**config.mk**
```make
export PLATFORM = sky130hd
export DESIGN_NAME = regfile_access_arbiter_flat
export DESIGN_NICKNAME = d
export VERILOG_FILES = /design/src/rtl/regfile_access_arbiter_if.sv /design/src/rtl/regfile_access_arbiter.sv /design/src/flat_wrapper.sv
export SDC_FILE = /design/constraint.sdc
export NUM_CORES = 1
export LEC_CHECK = 0
export BUFFER_PORTS_ARGS = -buffer_cell sky130_fd_sc_hd__buf_2
export CORE_MARGIN = 5
export CORE_UTILIZATION = 51
export DETAILED_ROUTE_END_ITERATION = 16
export PLACE_DENSITY = 0.92
export SYNTH_ARGS = -nofsm -noshare
export SYNTH_HDL_FRONTEND = slang
export SYNTH_SLANG_ARGS = --single-unit
```
**constraint.sdc**
```tcl
create_clock -name clk -period 3.2 [get_ports clk]
set_input_delay 0.48 -clock clk [delete_from_list [all_inputs] [get_ports clk]]
set_output_delay 0.48 -clock clk [all_outputs]
set_load 0.01 [all_outputs]
```
**src/rtl/regfile_access_arbiter_if.sv**
```systemverilog
// Requester, response and register-file port bundle for the
// register-file access arbiter.
interface regfile_access_arbiter_if #(
    parameter int NREQ = 2,
    parameter int AW   = 5,
    parameter int DW   = 32
);
    logic [NREQ-1:0]    req_valid;
    logic [NREQ-1:0]    req_ready;
    logic [NREQ-1:0]    req_we;
    logic [NREQ*AW-1:0] req_rs1;
    logic [NREQ*AW-1:0] req_rs2;
    logic [NREQ*AW-1:0] req_rd;
    logic [NREQ*DW-1:0] req_wdata;
    logic [NREQ-1:0]    rsp_valid;
    logic [DW-1:0]      rsp_data1;
    logic [DW-1:0]      rsp_data2;
    logic [AW-1:0]      rf_rs1;
    logic [AW-1:0]      rf_rs2;
    logic [AW-1:0]      rf_rd;
    logic [DW-1:0]      rf_writedata;
    logic               rf_regwrite;
    logic [DW-1:0]      rf_readdata1;
    logic [DW-1:0]      rf_readdata2;
    logic               busy;

    modport slave (
        input  req_valid, req_we, req_rs1, req_rs2,
        input  req_rd, req_wdata,
        input  rf_readdata1, rf_readdata2,
        output req_ready, rsp_valid, rsp_data1, rsp_data2,
        output rf_rs1, rf_rs2, rf_rd, rf_writedata,
        output rf_regwrite, busy
    );

    modport master (
        output req_valid, req_we, req_rs1, req_rs2,
        output req_rd, req_wdata,
        output rf_readdata1, rf_readdata2,
        input  req_ready, rsp_valid, rsp_data1, rsp_data2,
        input  rf_rs1, rf_rs2, rf_rd, rf_writedata,
        input  rf_regwrite, busy
    );
endinterface

```
**src/rtl/regfile_access_arbiter.sv**
```systemverilog
// Round-robin arbiter sharing one 2R/1W register file among NREQ
// requesters; x0 reads as zero and is never written.
module regfile_access_arbiter #(
    parameter int NREQ = 2,
    parameter int AW   = 5,
    parameter int DW   = 32
) (
    input  logic                    clk,
    input  logic                    rst_n,
    regfile_access_arbiter_if.slave bus
);
    localparam int IW = (NREQ > 1) ? $clog2(NREQ) : 1;

    localparam logic [1:0] S_IDLE  = 2'd0;
    localparam logic [1:0] S_ISSUE = 2'd1;
    localparam logic [1:0] S_CAPT  = 2'd2;

    logic [1:0]      state_q, state_d;
    logic [IW-1:0]   ptr_q, ptr_d;
    logic [IW-1:0]   win_q, win_d;
    logic            we_q, we_d;
    logic [AW-1:0]   rs1_q, rs1_d;
    logic [AW-1:0]   rs2_q, rs2_d;
    logic [AW-1:0]   rd_q, rd_d;
    logic [DW-1:0]   wdata_q, wdata_d;
    logic [DW-1:0]   d1_q, d1_d;
    logic [DW-1:0]   d2_q, d2_d;
    logic [NREQ-1:0] rsp_valid_q, rsp_valid_d;
    logic [IW-1:0]   gnt_idx;
    logic            gnt_found;
    logic            wr_en;

    assign wr_en = we_q && (rd_q != '0);

    // Write-first bypass so a request reading its own rd sees the new value.
    function automatic logic [DW-1:0] operand(
        input logic [AW-1:0] rs,
        input logic [DW-1:0] rfd,
        input logic          wr,
        input logic [AW-1:0] rd,
        input logic [DW-1:0] wd
    );
        if (rs == '0)
            return '0;
        if (wr && rs == rd)
            return wd;
        return rfd;
    endfunction

    always_comb begin
        int j;
        j         = 0;
        gnt_found = 1'b0;
        gnt_idx   = '0;
        for (int k = 0; k < NREQ; k++) begin
            j = int'(ptr_q) + k;
            if (j >= NREQ)
                j = j - NREQ;
            if (!gnt_found && bus.req_valid[j]) begin
                gnt_found = 1'b1;
                gnt_idx   = IW'(j);
            end
        end
    end

    always_comb begin
        state_d     = state_q;
        ptr_d       = ptr_q;
        win_d       = win_q;
        we_d        = we_q;
        rs1_d       = rs1_q;
        rs2_d       = rs2_q;
        rd_d        = rd_q;
        wdata_d     = wdata_q;
        d1_d        = d1_q;
        d2_d        = d2_q;
        rsp_valid_d = '0;
        unique case (state_q)
            S_IDLE: begin
                if (gnt_found) begin
                    win_d   = gnt_idx;
                    we_d    = bus.req_we[gnt_idx];
                    rs1_d   = bus.req_rs1[int'(gnt_idx)*AW +: AW];
                    rs2_d   = bus.req_rs2[int'(gnt_idx)*AW +: AW];
                    rd_d    = bus.req_rd[int'(gnt_idx)*AW +: AW];
                    wdata_d = bus.req_wdata[int'(gnt_idx)*DW +: DW];
                    state_d = S_ISSUE;
                end
            end
            S_ISSUE: state_d = S_CAPT;
            S_CAPT: begin
                d1_d = operand(rs1_q, bus.rf_readdata1,
                               wr_en, rd_q, wdata_q);
                d2_d = operand(rs2_q, bus.rf_readdata2,
                               wr_en, rd_q, wdata_q);
                rsp_valid_d = NREQ'(1) << win_q;
                ptr_d = (win_q == IW'(NREQ - 1)) ? '0
                                                 : win_q + IW'(1);
                state_d = S_IDLE;
            end
            default: state_d = S_IDLE;
        endcase
    end

    always_ff @(posedge clk or negedge rst_n) begin
        if (!rst_n) begin
            state_q     <= S_IDLE;
            ptr_q       <= '0;
            win_q       <= '0;
            we_q        <= 1'b0;
            rs1_q       <= '0;
            rs2_q       <= '0;
            rd_q        <= '0;
            wdata_q     <= '0;
            d1_q        <= '0;
            d2_q        <= '0;
            rsp_valid_q <= '0;
        end else begin
            state_q     <= state_d;
            ptr_q       <= ptr_d;
            win_q       <= win_d;
            we_q        <= we_d;
            rs1_q       <= rs1_d;
            rs2_q       <= rs2_d;
            rd_q        <= rd_d;
            wdata_q     <= wdata_d;
            d1_q        <= d1_d;
            d2_q        <= d2_d;
            rsp_valid_q <= rsp_valid_d;
        end
    end

    // rst_n gating keeps the combinational pulses low while reset is held.
    assign bus.req_ready = (rst_n && state_q == S_IDLE && gnt_found)
                         ? (NREQ'(1) << gnt_idx) : '0;
    assign bus.rf_regwrite  = rst_n && (state_q == S_ISSUE) && wr_en;
    assign bus.rf_rs1       = rs1_q;
    assign bus.rf_rs2       = rs2_q;
    assign bus.rf_rd        = rd_q;
    assign bus.rf_writedata = wdata_q;
    assign bus.rsp_valid    = rsp_valid_q;
    assign bus.rsp_data1    = d1_q;
    assign bus.rsp_data2    = d2_q;
    assign bus.busy         = (state_q != S_IDLE);
endmodule

```
**src/flat_wrapper.sv**
```systemverilog
// flat-port wrapper written by rule: the top's interface ports become plain ports
module regfile_access_arbiter_flat 
#(
    parameter int NREQ = 2,
    parameter int AW   = 5,
    parameter int DW   = 32
)
  (clk, rst_n, bus_req_valid, bus_req_we, bus_req_rs1, bus_req_rs2, bus_req_rd, bus_req_wdata, bus_rf_readdata1, bus_rf_readdata2, bus_req_ready, bus_rsp_valid, bus_rsp_data1, bus_rsp_data2, bus_rf_rs1, bus_rf_rs2, bus_rf_rd, bus_rf_writedata, bus_rf_regwrite, bus_busy);
  regfile_access_arbiter_if #(.NREQ(NREQ), .AW(AW), .DW(DW)) bus_i ();
  input  logic clk;
  input  logic rst_n;
  input wire logic [$bits(bus_i.req_valid)-1:0] bus_req_valid;
  input wire logic [$bits(bus_i.req_we)-1:0] bus_req_we;
  input wire logic [$bits(bus_i.req_rs1)-1:0] bus_req_rs1;
  input wire logic [$bits(bus_i.req_rs2)-1:0] bus_req_rs2;
  input wire logic [$bits(bus_i.req_rd)-1:0] bus_req_rd;
  input wire logic [$bits(bus_i.req_wdata)-1:0] bus_req_wdata;
  input wire logic [$bits(bus_i.rf_readdata1)-1:0] bus_rf_readdata1;
  input wire logic [$bits(bus_i.rf_readdata2)-1:0] bus_rf_readdata2;
  output wire logic [$bits(bus_i.req_ready)-1:0] bus_req_ready;
  output wire logic [$bits(bus_i.rsp_valid)-1:0] bus_rsp_valid;
  output wire logic [$bits(bus_i.rsp_data1)-1:0] bus_rsp_data1;
  output wire logic [$bits(bus_i.rsp_data2)-1:0] bus_rsp_data2;
  output wire logic [$bits(bus_i.rf_rs1)-1:0] bus_rf_rs1;
  output wire logic [$bits(bus_i.rf_rs2)-1:0] bus_rf_rs2;
  output wire logic [$bits(bus_i.rf_rd)-1:0] bus_rf_rd;
  output wire logic [$bits(bus_i.rf_writedata)-1:0] bus_rf_writedata;
  output wire logic [$bits(bus_i.rf_regwrite)-1:0] bus_rf_regwrite;
  output wire logic [$bits(bus_i.busy)-1:0] bus_busy;
  assign bus_i.req_valid = bus_req_valid;
  assign bus_i.req_we = bus_req_we;
  assign bus_i.req_rs1 = bus_req_rs1;
  assign bus_i.req_rs2 = bus_req_rs2;
  assign bus_i.req_rd = bus_req_rd;
  assign bus_i.req_wdata = bus_req_wdata;
  assign bus_i.rf_readdata1 = bus_rf_readdata1;
  assign bus_i.rf_readdata2 = bus_rf_readdata2;
  assign bus_req_ready = bus_i.req_ready;
  assign bus_rsp_valid = bus_i.rsp_valid;
  assign bus_rsp_data1 = bus_i.rsp_data1;
  assign bus_rsp_data2 = bus_i.rsp_data2;
  assign bus_rf_rs1 = bus_i.rf_rs1;
  assign bus_rf_rs2 = bus_i.rf_rs2;
  assign bus_rf_rd = bus_i.rf_rd;
  assign bus_rf_writedata = bus_i.rf_writedata;
  assign bus_rf_regwrite = bus_i.rf_regwrite;
  assign bus_busy = bus_i.busy;
  regfile_access_arbiter #(.NREQ(NREQ), .AW(AW), .DW(DW)) u_core (.clk(clk), .rst_n(rst_n), .bus(bus_i));
endmodule
```
==> flow_metrics.tcl <==
set metrics [dict create \
    status "completed" \
    dp_hpwl_mm 13.9 \
    required_ns 3.47 \
    grt_first_pass_wirelength_mm 31.2 \
    multi_input_comb_area_um2 2880 \
    initial_utilization_pct 51.6 \
    synth-main-ff-cell "dfrtp_1" \
    ir_drop_mv 0.811 \
    pre_cts_ws_ns 0.567 \
    nets 1033 \
    fillCellCount 920 \
    hold_path.class "input pin to async pin" \
    dpl.cell_count 997 \
    path_clk_slew_ns 0.06 \
    yosysUniqueCellTypes 30 \
    finalSetupTns_ns 0 \
    cp-start-kind "register" \
    slew_headroom_pct 40.1 \
    post_drt_wl_per_cell_um 19.1 \
    cts.sinks 118 \
    max_cap_viol_count 0 \
    drc_errors 0 \
    powerDensity_nw_per_um2 1090 \
    drt-total-wl_mm 19.7 \
    post_synth.cell_area_avg_um2 9.94 \
    cts-root-buf "clkbuf_16" \
    stdcell_count 1029 \
    port_buffers 280 \
    yosysWarnings 0 \
    report.final.slew_viol_count 0 \
    grt.total_usage_pct 27.7 \
    cts_tree "built" \
    hold_ws_ns 0.0486 \
    ant_nets 0 \
    place.gp.congestion 0.884 \
    first_pass_iters 5 \
    finalPower_mw 8.81 \
    drtIter0Drc 480 \
    synth_edf_count 0 \
    clk_path_buf_depth 2 \
    core_area_um2 11900 \
    syn2layout_area_growth_pct 31.8 \
    finalCritPeriodShare_pct 83.2 \
    drive_gt1_share_pct 44.2 \
    hold_violations 0 \
    synthCells 618 \
    synth_nets 782 \
    crit_type "register to register" \
    async_flop_share_pct 100 \
    arrival_ns 2.93 \
    period_needed_ns 2.66 \
    drt-vias-per-instance 5.72 \
    path_max_fanout 32 \
    ioPinCount 281 \
    die_w_um 120 \
    worst_slack_ns 0.538 \
    fin_worst_skew_ns 0.00808 \
    grt_pass1_vias 6061 \
    cts_hold_buffers 0 \
    crit_chain "xor2_1 > a211oi_4 > buf_4 > and2_4 > o211ai_1" \
    cts_resized 0 \
    slowest_stage "a211oi_4" \
    regArea_um2 2950 \
    ys_ff_latch 118 \
    htreeDepth 4 \
    ys_seq_area_share_pct 48.1 \
    end_kind "register" \
    cpPeakStageDelay_ns 0.77 \
    syn_area_um2 6140 \
    rsz0062_at_grt "no" \
    fp.dieH_um 120 \
    grt_max_degree 86 \
    insertion_delay_ns 0.41 \
    row_count 40 \
    fmax_mhz 376 \
    antenna_found_initial 0 \
    cts_setup_buffers 0 \
    p_leak_nw 4.09 \
    die-area_um2 14300 \
    finalSetupViolCount 0 \
    grt-ovfl-total 0 \
    diodes 0 \
    cts_made_buffers 17 \
    worstMarginPinSlew_ns 0.895 \
    vias 5882 \
]
==> power breakdown <==
part	switching (mW)	internal, mW
Combinational	2.64	1.51
Sequential	0.658	2.24
Clock	0.665	1.10
Total	3.96	4.84
==> cell type report <==
| type | instances | area share (%) |
|---|---|---|
| clock buffers | 22 | 5.73 |
| clock inverters | 10 | 0.989 |
| inverters | 6 | 0.278 |
| multi-input cells | 436 | 35.5 |
| flip-flops and latches | 118 | 36.5 |
| well taps | 147 | 2.27 |
| repair buffers | 290 | 18.7 |
==> layout by cell type, fill, tap and decap left out, types with 3 or more instances in the layout <==
master       n
buf_2      279
nand2_1    128
inv_1        5
clkinv_2     7
o211ai_2    60
buf_12       3
a21oi_1     50
mux2i_1     48
o211ai_1     4
clkbuf_16   17
nand4_1     64
dfrtp_1    118
xnor2_1      6
nor3_1       3
nor2_1      53
xor2_1       4
buf_4        8
clkbuf_1     3
==> routing by layer <==
| metal | GRT usage [%] | part of all wire [%] | up-vias |
|---|---|---|---|
| met5 | 0 | 0 | - |
| met4 | 11.8 | 2.8 | 0 |
| met3 | 7.82 | 8.9 | 42 |
| met2 | 45.8 | 50 | 325 |
| met1 | 34.0 | 39 | 2814 |
| li1 | - | - | 2701 |
==> worst paths after layout <==
check                                    start                  endpoint  slack (ns)  cells past startpoint
max                        u_core.bus.rf_rd[4]  u_core.bus.rsp_data2[31]        0.54                      5
min                                      rst_n  u_core.bus.rsp_data2[27]        0.05                      1
max reg2reg                u_core.bus.rf_rd[4]  u_core.bus.rsp_data2[31]        0.54                      5
min reg2reg                       u_core.win_q   u_core.bus.rsp_valid[0]        0.43                      1
max in group asynchronous                rst_n  u_core.bus.rsp_data2[14]        2.34                      2
min in group clk           bus_rf_readdata2[0]   u_core.bus.rsp_data2[0]        0.33                      3
==> cells by family after synthesis <==
group,Yosys count,synth area share [%]
buffers and inverters,64,5.93
DFF,118,48.1
and+or+nand+nor,257,19.0
AOI/OAI and AO/OA,121,17.8
muxes,48,7.82
xor gates and xnor gates,10,1.43
==> flip-flops by register name (all words and copies together) (netlist names) <==
| name | count |
|---|---|
| u_core.bus.rsp_data1 | 32 |
| u_core.bus.rsp_data2 | 32 |
| u_core.ptr_q | 1 |
| u_core.state_q | 2 |
| u_core.bus.rf_writedata | 32 |
| u_core.bus.rf_rs2 | 5 |
| u_core.bus.rsp_valid | 2 |
| u_core.bus.rf_rd | 5 |
| u_core.win_q | 1 |
| u_core.we_q | 1 |
| u_core.bus.rf_rs1 | 5 |
==> critical path, delay by kind of cell, from the launching register on <==
kind / cells / cell delay (ns)
compound gates: 2 / 0.94
xor+xnor: 1 / 0.22
buf+inv: 1 / 0.35
flops: 1 / 0.45
simple gates: 1 / 0.55
==> synthesized netlist by cell type, types with 3 or more instances <==
library cell    n  area share, %
a21oi_1        50            4.1
buf_12          6            2.0
buf_2           9           0.73
clkbuf_1       40            2.4
dfrtp_1       118             48
inv_1           5           0.31
mux2i_1        48            7.8
nand2_1       128            7.8
nand4_1        64            6.5
nor2_1         53            3.2
nor3_1          3           0.24
o211ai_1        4           0.49
o211ai_2       60             12
xnor2_1         6           0.86
xor2_1          4           0.57
==> stage by stage <==
step | util (%) | area [um^2]
final | 68.0 | 8100
after global routing | 68.0 | 8100
after CTS | 68.0 | 8100
after detailed placement | 63.4 | 7550
after global placement | 63.4 | 7550
after floorplan | - | 6140
No activity file was read; power rests on OpenSTA's default activity.
